### src/rtl/cache_pkg.sv
// Shared types and policy constants for the data-cache controller.
package cache_pkg;

  typedef enum logic [2:0] {
    IDLE         = 3'd0,
    WRITEBACK    = 3'd1,
    REFILL       = 3'd2,
    RESUME       = 3'd3,
    WRITE_AROUND = 3'd4
  } cache_state_t;

  // Write-miss policy selectors for WRITE_ALLOCATE.
  localparam int ALLOC    = 1;
  localparam int NO_ALLOC = 0;

endpackage

### src/rtl/burst_counter.sv
// Word index for write-back / refill bursts; wraps modulo the line length.
module burst_counter #(
  parameter int WORDS_PER_LINE = 4,
  parameter int CNT_W          = $clog2(WORDS_PER_LINE)
) (
  input  logic             CLK,
  input  logic             RST,
  input  logic             inc,
  input  logic             clr,
  output logic [CNT_W-1:0] cnt,
  output logic             last
);

  assign last = (cnt == CNT_W'(WORDS_PER_LINE - 1));

  // Clear wins over increment; the power-of-two line length makes the
  // natural overflow return the index to 0 after the last beat.
  always_ff @(posedge CLK) begin
    if (RST || clr) cnt <= '0;
    else if (inc)   cnt <= cnt + CNT_W'(1);
  end

endmodule

### src/rtl/cache_ctrl_fsm.sv
// Data-cache control FSM: hit/miss decision, write-back and refill burst
// sequencing over a per-word ack handshake, and hit/miss perf counters.
module cache_ctrl_fsm
  import cache_pkg::*;
#(
  parameter int WORDS_PER_LINE = 4,
  parameter int CNT_W          = $clog2(WORDS_PER_LINE),
  parameter int WRITE_ALLOCATE = ALLOC,
  parameter int PERF_W         = 32
) (
  input  logic              CLK,
  input  logic              RST,
  input  logic              req_read,
  input  logic              req_write,
  input  logic              hit,
  input  logic              dirty,
  input  logic              mem_ack,
  output logic              stall,
  output logic              mem_re,
  output logic              mem_we,
  output logic              wb_sel,
  output logic [CNT_W-1:0]  word_idx,
  output logic              line_load,
  output logic              set_valid,
  output logic              set_dirty,
  output logic              clr_dirty,
  output logic [PERF_W-1:0] hit_count,
  output logic [PERF_W-1:0] miss_count
);

  cache_state_t     state, state_nxt;
  logic             op_wr;
  logic [CNT_W-1:0] cnt;
  logic             cnt_last, cnt_inc;
  logic             hit_ev, miss_ev;
  logic             req_any;

  assign req_any  = req_read | req_write;
  assign word_idx = cnt;

  burst_counter #(
    .WORDS_PER_LINE (WORDS_PER_LINE),
    .CNT_W          (CNT_W)
  ) u_cnt (
    .CLK  (CLK),
    .RST  (RST),
    .inc  (cnt_inc),
    .clr  (miss_ev),
    .cnt  (cnt),
    .last (cnt_last)
  );

  // State register and latched request type (captured at miss detection).
  always_ff @(posedge CLK) begin
    if (RST) begin
      state <= IDLE;
      op_wr <= 1'b0;
    end else begin
      state <= state_nxt;
      if (miss_ev) op_wr <= req_write;
    end
  end

  // Next-state and control decode; requests are only looked at in IDLE.
  always_comb begin
    state_nxt = state;
    stall     = 1'b0;
    mem_re    = 1'b0;
    mem_we    = 1'b0;
    wb_sel    = 1'b0;
    line_load = 1'b0;
    set_valid = 1'b0;
    set_dirty = 1'b0;
    clr_dirty = 1'b0;
    cnt_inc   = 1'b0;
    hit_ev    = 1'b0;
    miss_ev   = 1'b0;
    case (state)
      IDLE: begin
        if (req_any) begin
          if (hit) begin
            set_dirty = req_write;
            hit_ev    = 1'b1;
          end else begin
            stall   = 1'b1;
            miss_ev = 1'b1;
            if (req_write && WRITE_ALLOCATE == NO_ALLOC) state_nxt = WRITE_AROUND;
            else if (dirty)                               state_nxt = WRITEBACK;
            else                                          state_nxt = REFILL;
          end
        end
      end
      WRITEBACK: begin
        stall  = 1'b1;
        mem_we = 1'b1;
        wb_sel = 1'b1;
        if (mem_ack) begin
          cnt_inc = 1'b1;
          if (cnt_last) state_nxt = REFILL;
        end
      end
      REFILL: begin
        stall  = 1'b1;
        mem_re = 1'b1;
        if (mem_ack) begin
          line_load = 1'b1;
          cnt_inc   = 1'b1;
          if (cnt_last) begin
            set_valid = 1'b1;
            clr_dirty = 1'b1;
            state_nxt = RESUME;
          end
        end
      end
      RESUME: begin
        // Pipeline retires the request against the freshly filled line.
        set_dirty = op_wr;
        state_nxt = IDLE;
      end
      WRITE_AROUND: begin
        mem_we = 1'b1;
        stall  = ~mem_ack;
        if (mem_ack) state_nxt = IDLE;
      end
      default: state_nxt = IDLE;
    endcase
  end

  // Saturating performance counters.
  always_ff @(posedge CLK) begin
    if (RST) begin
      hit_count  <= '0;
      miss_count <= '0;
    end else begin
      if (hit_ev  && hit_count  != '1) hit_count  <= hit_count  + PERF_W'(1);
      if (miss_ev && miss_count != '1) miss_count <= miss_count + PERF_W'(1);
    end
  end

endmodule

### config.mk
export PLATFORM = sky130hd
export DESIGN_NAME = cache_ctrl_fsm
export DESIGN_NICKNAME = d
export VERILOG_FILES = /design/src/rtl/cache_pkg.sv /design/src/rtl/burst_counter.sv /design/src/rtl/cache_ctrl_fsm.sv
export SDC_FILE = /design/constraint.sdc
export NUM_CORES = 1
export LEC_CHECK = 0
export CAP_MARGIN = 20
export CORE_MARGIN = 5
export CORE_UTILIZATION = 40
export CTS_CLUSTER_SIZE = 24
export DETAILED_ROUTE_END_ITERATION = 10
export PLACE_DENSITY = 0.66
export SLEW_MARGIN = 20
export SYNTH_ARGS = -nofsm -noshare
export SYNTH_HDL_FRONTEND = slang
export SYNTH_HIERARCHICAL = 1
export SYNTH_SLANG_ARGS = --single-unit
### constraint.sdc
create_clock -name CLK -period 5.1 [get_ports CLK]
set_input_delay 1.02 -clock CLK [delete_from_list [all_inputs] [get_ports CLK]]
set_output_delay 1.02 -clock CLK [all_outputs]
set_load 0.01 [all_outputs]
==> metrics, run 1 <==
worst-margin pin slew 948 ps; Syn Area/Cell 8.36 um2; # IOs 81; RSZ-0062 raised after global routing no; DR iter-0 viols 195; core region area 9150 um2; layout cell share with drive strength beyond 1 6.91%; Clock Path Buffers 2; DRT antenna net count 0; Peak Freq 246 MHz; internal power contribution 967 uW; hpwl dp 7250 um; Synth Area in Simple Gates 32.5%; dpl cells 615; Crit path arrival time 3050 ps; Multi-input gate area 2190 um2; global-route wire length before repair 17200 um; final-layout fill cell count 882; crit end category output pin; DIE HEIGHT 106 um; status complete, no violations; Setup Skew 10.7 ps; via count 3790; Tcrit/Tclk final 79.7%; most common cell after layout, fill and taps aside clkdlybuf4s50_1; share of the synthesized area in the top cell type 37.3%; Fin Hold WS 504 ps; pin count of the biggest net entering global routing 50; pwr/cell area 284 nW/um2; CTS hold repair buffers 0; Post-Synth XOR/XNOR Area 3.31%; sequential share of power 43.0%; HP Class flip-flop to flip-flop; Worst-Skew Late Latency 340 ps; row cnt 35; combinational family with the most area after synthesis simple AND/OR/NAND/NOR gates; Root Buffer clkbuf_8; nets@finish 530; syn_nets 457; synthesis-to-layout area growth 28.4%; Lkg Pwr 0.00148 uW; number of flops mapped to enable cells by yosys 0; CTS resizes 0; commonest non-fill, non-tap cells in the layout clkdlybuf4s50_1, dfxtp_1, a21oi_1, nor2_1, or3_1; sw power 382 uW; vias per cell 6.00; Synth Cell Area 3700 um2; async set-or-reset flop fraction in the synthesized netlist 0%; clock sink count 69; # DRC 0; Synth warnings 6; Setup Fix Bufs, Post-CTS 0; CTS tree done; WP data required 4080 ps; clock-pin slew of the registers on the worst-case setup and hold paths 60 ps; initial antenna violation count 0; Synth area leaders dfxtp_1, a21oi_1, or3_1, nand4_1, nor2_1; buffers added on ports 80; Logic pwr share 21.9%; fin crit period 4070 ps; Final Non-Filler Cells 632; WL per Instance 16.2 um; FF+latch area 1380 um2; total CTS buffers 9; clock power share 35.1%; GRT Util Overall 18.3%; Worst R2R Setup Slack 2260 ps; Mapped Cells 443; Placer Congestion 0.808; synth unique cells 58; Max IR drop VDD 0.169 mV; Post-Synth Adder-Cell Area 2.36%; remaining global-route overflow 0; Synth area leader dfxtp_1; startpoint class of the critical path primary input; post-synthesis register bit count 69; Die ar. 11300 um2; Final Hold Violating Endpoints 0; Initial Utilization 40.5%; Seq/Total Area, Yosys 37.3%; first drt pass iteration count 5; compound-gate portion of the synthesized area 18.6%; vias in the first global route 3500; antenna cells 0; post-synthesis mux area share 2.33%; die outline width 106 um; wirelength, routed 10200 um; most common flop cell mapped by yosys dfxtp_1; switching share of power 28.3%; relative slew slack 36.8%; maximum net fanout on the critical path 9; max-cap violations 0; H-tree depth 3; WS Path Type primary input to output pin; Tot Pwr 1350 uW; Total Neg Setup Slack 0 ps; final-report setup violation count 0; Pins Over Slew Limit 0
-- registers in the layout (all words and copies together), names as in the netlist --
register,count
op_wr,1
miss_count,32
state,2
u_cnt/cnt,2
hit_count,32
-- critical path, stage by stage --
cell	delay (ps)
clkdlybuf4s50_1	490
nor2b_1	290
nand2_1	230
inv_1	300
nor2_1	70
nor2_1	90
clkdlybuf4s50_1	540
-- cell type report --
cell class              count  share of cell area (%)
clock buffers              11                    2.76
repair buffers             82                    17.0
multi-input cells         345                    46.0
inverters                   9                   0.710
clock inverters             5                    1.58
flip-flops and latches     69                    29.0
well taps                 111                    2.92
-- routing by layer --
layer / track usage (%) / part of all wire [%]
met3: 4.86 / 7.1
met1: 25.3 / 47
met2: 27.4 / 44
met4: 6.38 / 1.7
met5: 0 / 0
-- cell usage after synthesis (3+ instances only) --
master,n
a21oi_1,47
and2_1,3
and3_1,7
and4_1,11
clkbuf_1,13
dfxtp_1,69
ha_1,7
inv_1,9
mux2_2,4
mux2i_1,3
nand2_1,22
nand3_1,25
nand4_1,21
nor2_1,34
nor2b_1,6
nor3_1,7
nor3_2,4
nor4_1,6
o211ai_1,3
o21ai_0,19
o21ai_1,10
o31ai_1,13
or2_2,3
or3_1,28
or4_1,16
xnor2_1,6
xor2_1,8
-- power by group through the flow --
stage                     Combinational, uW  Clock (uW)  Sequential, uW
final                                   296         473             580
after CTS                               294         484             581
after global placement                  285           0             592
after global routing                    326         509             584
after floorplan                         185           0             591
after detailed placement                292           0             593
-- per-stage QoR --
stage / worst slack, ps / cell area, um2 / util [%]
floorplan: 2280 / 3700 / -
global placement: 1180 / 4550 / 49.7
detailed placement: 1070 / 4550 / 49.7
CTS: 1050 / 4750 / 51.9
global route: 940 / 4760 / 52.0
finish: 1030 / 4760 / 52.0
-- kinds of logic (layout without fill, tap and decap cells) --
group | count (synthesis) | after routing
flip-flops | 69 | 69
adder cells (fa/ha/maj) | 7 | 7
XOR/XNOR | 14 | 14
AND/OR/NAND/NOR | 205 | 205
AO/OA/AOI/OAI | 111 | 111
multiplexers | 8 | 8
buffers and inverters | 29 | 107
-- final timing paths --
| path | start | end | depth (start not counted) |
|---|---|---|---|
| setup / recovery | hit | stall | 7 |
| hold / removal | miss_count[26] | miss_count[26] | 2 |
| setup reg to reg | state[1] | miss_count[30] | 8 |
| hold reg to reg | miss_count[26] | miss_count[26] | 2 |
No activity file was read; power rests on OpenSTA's default activity.
==> run 2, diff against run 1 <==
--- a/config.mk
+++ b/config.mk
@@ -10,7 +10,7 @@
 export CORE_UTILIZATION = 40
 export CTS_CLUSTER_SIZE = 24
 export DETAILED_ROUTE_END_ITERATION = 10
-export PLACE_DENSITY = 0.66
+export PLACE_DENSITY = 0.68
 export SLEW_MARGIN = 20
 export SYNTH_ARGS = -nofsm -noshare
 export SYNTH_HDL_FRONTEND = slang
==> constraint.sdc (replaced) <==
create_clock -name CLK -period 3.26 [get_ports CLK]
set_input_delay 0.652 -clock CLK [delete_from_list [all_inputs] [get_ports CLK]]
set_output_delay 0.652 -clock CLK [all_outputs]
set_load 0.01 [all_outputs]
==> metrics, run 2 (same netlist as run 1, synthesis figures left out) <==
R2R cell count 5 (-3); row cnt 35 (unchanged); max-cap violations 0 (unchanged); WP data required 2610 ps (-1470 ps); sw power 598 uW (+57%); GRT Util Overall 18.2% (-0.078 points); Total Neg Setup Slack 0 ps (unchanged); post-layout instance area 4820 um2 (+1.3%); pin count of the biggest net entering global routing 36 (-28%); WS Path Type primary input to output pin; Peak Freq 343 MHz; buffers added on ports 80 (unchanged); RSZ-0062 raised after global routing no; worst slack at placement 355 ps (-715 ps); HP Class flip-flop to flip-flop; Pins Over Slew Limit 0 (unchanged); # IOs 81 (unchanged); Root Buffer clkbuf_8; core region area 9150 um2 (unchanged); DR iter-0 viols 261 (+34%); Placer Congestion 0.833 (+3.0%); CTS hold repair buffers 0 (unchanged); remaining global-route overflow 0 (unchanged); global-route wire length before repair 16900 um (-1.8%); switching share of power 28.9% (+0.58 points); synthesis-to-layout area growth 30.2%; die outline width 106 um (unchanged); Setup Skew 15.1 ps (+4.43 ps); maximum net fanout on the critical path 5 (-4); DIE HEIGHT 106 um (unchanged); worst-margin pin slew 893 ps (-55.3 ps); via count 3754 (-0.95%); Max IR drop VDD 0.243 mV (+44%); startpoint class of the critical path primary input; layout cell share with drive strength beyond 1 8.66% (+1.8 points); CP peak stage delay 540 ps (about the same); most common cell after layout, fill and taps aside clkdlybuf4s50_1; Initial Utilization 40.5% (unchanged); sequential share of power 43.8% (+0.8 points); initial antenna violation count 0 (unchanged); vias in the first global route 3460 (-1.1%); Final Hold Violating Endpoints 0 (unchanged); Clock Path Buffers 2 (unchanged); Tcrit/Tclk final 89.4%; clock sink count 69 (unchanged); Logic pwr share 23.1% (+1.2 points); Worst Setup SP hit; CTS tree done; final-report setup violation count 0 (unchanged); antenna cells 0 (unchanged); total CTS buffers 9 (unchanged); Worst-Skew Late Latency 340 ps (about the same); H-tree depth 3 (unchanged); nets@finish 540 (+1.9%); status complete, no violations; fin crit period 2910 ps; commonest non-fill, non-tap cells in the layout clkdlybuf4s50_1, dfxtp_1, a21oi_1, nor2_1, or3_1; hpwl dp 7460 um (+2.8%); WL per Instance 16.0 um (-0.92%); DRT antenna net count 0 (unchanged); Lkg Pwr 0.00152 uW (+2.6%); hold path cells 2 (unchanged); internal power contribution 1470 uW (+52%); wirelength, routed 10300 um (+0.65%); pwr/cell area 430 nW/um2 (+51%); clock-pin slew of the registers on the worst-case setup and hold paths 70 ps (about the same); r2r startpoint miss_count[9]; Placement Cell Area 4630 um2 (+1.8%); clock power share 33.1% (-2.0 points); Die ar. 11300 um2 (unchanged); CTS resizes 0 (unchanged); relative slew slack 40.4% (+3.6 points); vias per cell 5.85 (-2.5%); final-layout fill cell count 871 (-1.2%); crit end category output pin; post-route setup slack 347 ps (-688 ps); Crit path arrival time 2260 ps (-790 ps); Cell Chain, Critical Path clkdlybuf4s50_1 > nor2b_1 > nand2_1 > inv_1 > nor2_1 > nor2_1 > clkdlybuf4s50_1; Worst path slowest cell clkdlybuf4s50_1; hold path start op_wr; Setup Fix Bufs, Post-CTS 0 (unchanged); largest registers hit_count: 32 flops, miss_count: 32 flops; # DRC 0 (unchanged); first drt pass iteration count 4 (-1)
## run 2: changes by cell type in the layout (fill, tap and decap cells not counted), sizes merged
cell      delta
clkinvlp     +1
clkinv       -1
buf         +11
bufinv       -1
## run 2: layout make-up
| type | count | area, um2 | area share [%] |
|---|---|---|---|
| clock inverter | 4 | 47.5 | 0.986 |
| multi-input combinational | 345 | 2190 | 45.4 |
| clock buffer | 12 | 145 | 3.01 |
| inverter | 9 | 33.8 | 0.701 |
| tap | 111 | 139 | 2.88 |
| sequential | 69 | 1380 | 28.6 |
| timing repair buffer | 92 | 886 | 18.4 |
## run 2: worst paths after layout
path                                        to  slack [ps]
worst max-delay path                     stall         350
worst min-delay path                     op_wr         500
worst max register to register  miss_count[21]         700
worst min register to register           op_wr         500
## run 2: through the flow
stage          utilization, %  hold WS [ps]  instances  power (uW)
6_report                 52.7           504        642        2070
2_1_floorplan               -           466        443        1220
3_5_place_dp             50.6           496        626        1410
5_1_grt                  52.7           542        642        2180
4_1_cts                  52.7           511        642        2090
3_3_place_gp             50.6           491        626        1390
## run 2: critical path: cells and delay by family
| kind | cells | cell delay [ps] |
|---|---|---|
| buffers and inverters | 3 | 1100 |
| and+or+nand+nor | 4 | 510 |
## run 2: metal layers
metal / share of wire, % / routed length (um) / GRT usage [%]
met5: 0 / 0 / 0
met4: 1.4 / 149 / 5.83
met3: 5.7 / 588 / 3.10
met2: 45 / 4650 / 28.6
met1: 48 / 4890 / 25.5
## run 2: power groups by stage
stage | registers [uW] | clock network (uW) | logic (uW)
finish | 907 | 686 | 478
global placement | 923 | 0 | 468
CTS | 907 | 707 | 481
global route | 913 | 744 | 528
floorplan | 925 | 0 | 290
detailed placement | 926 | 0 | 480
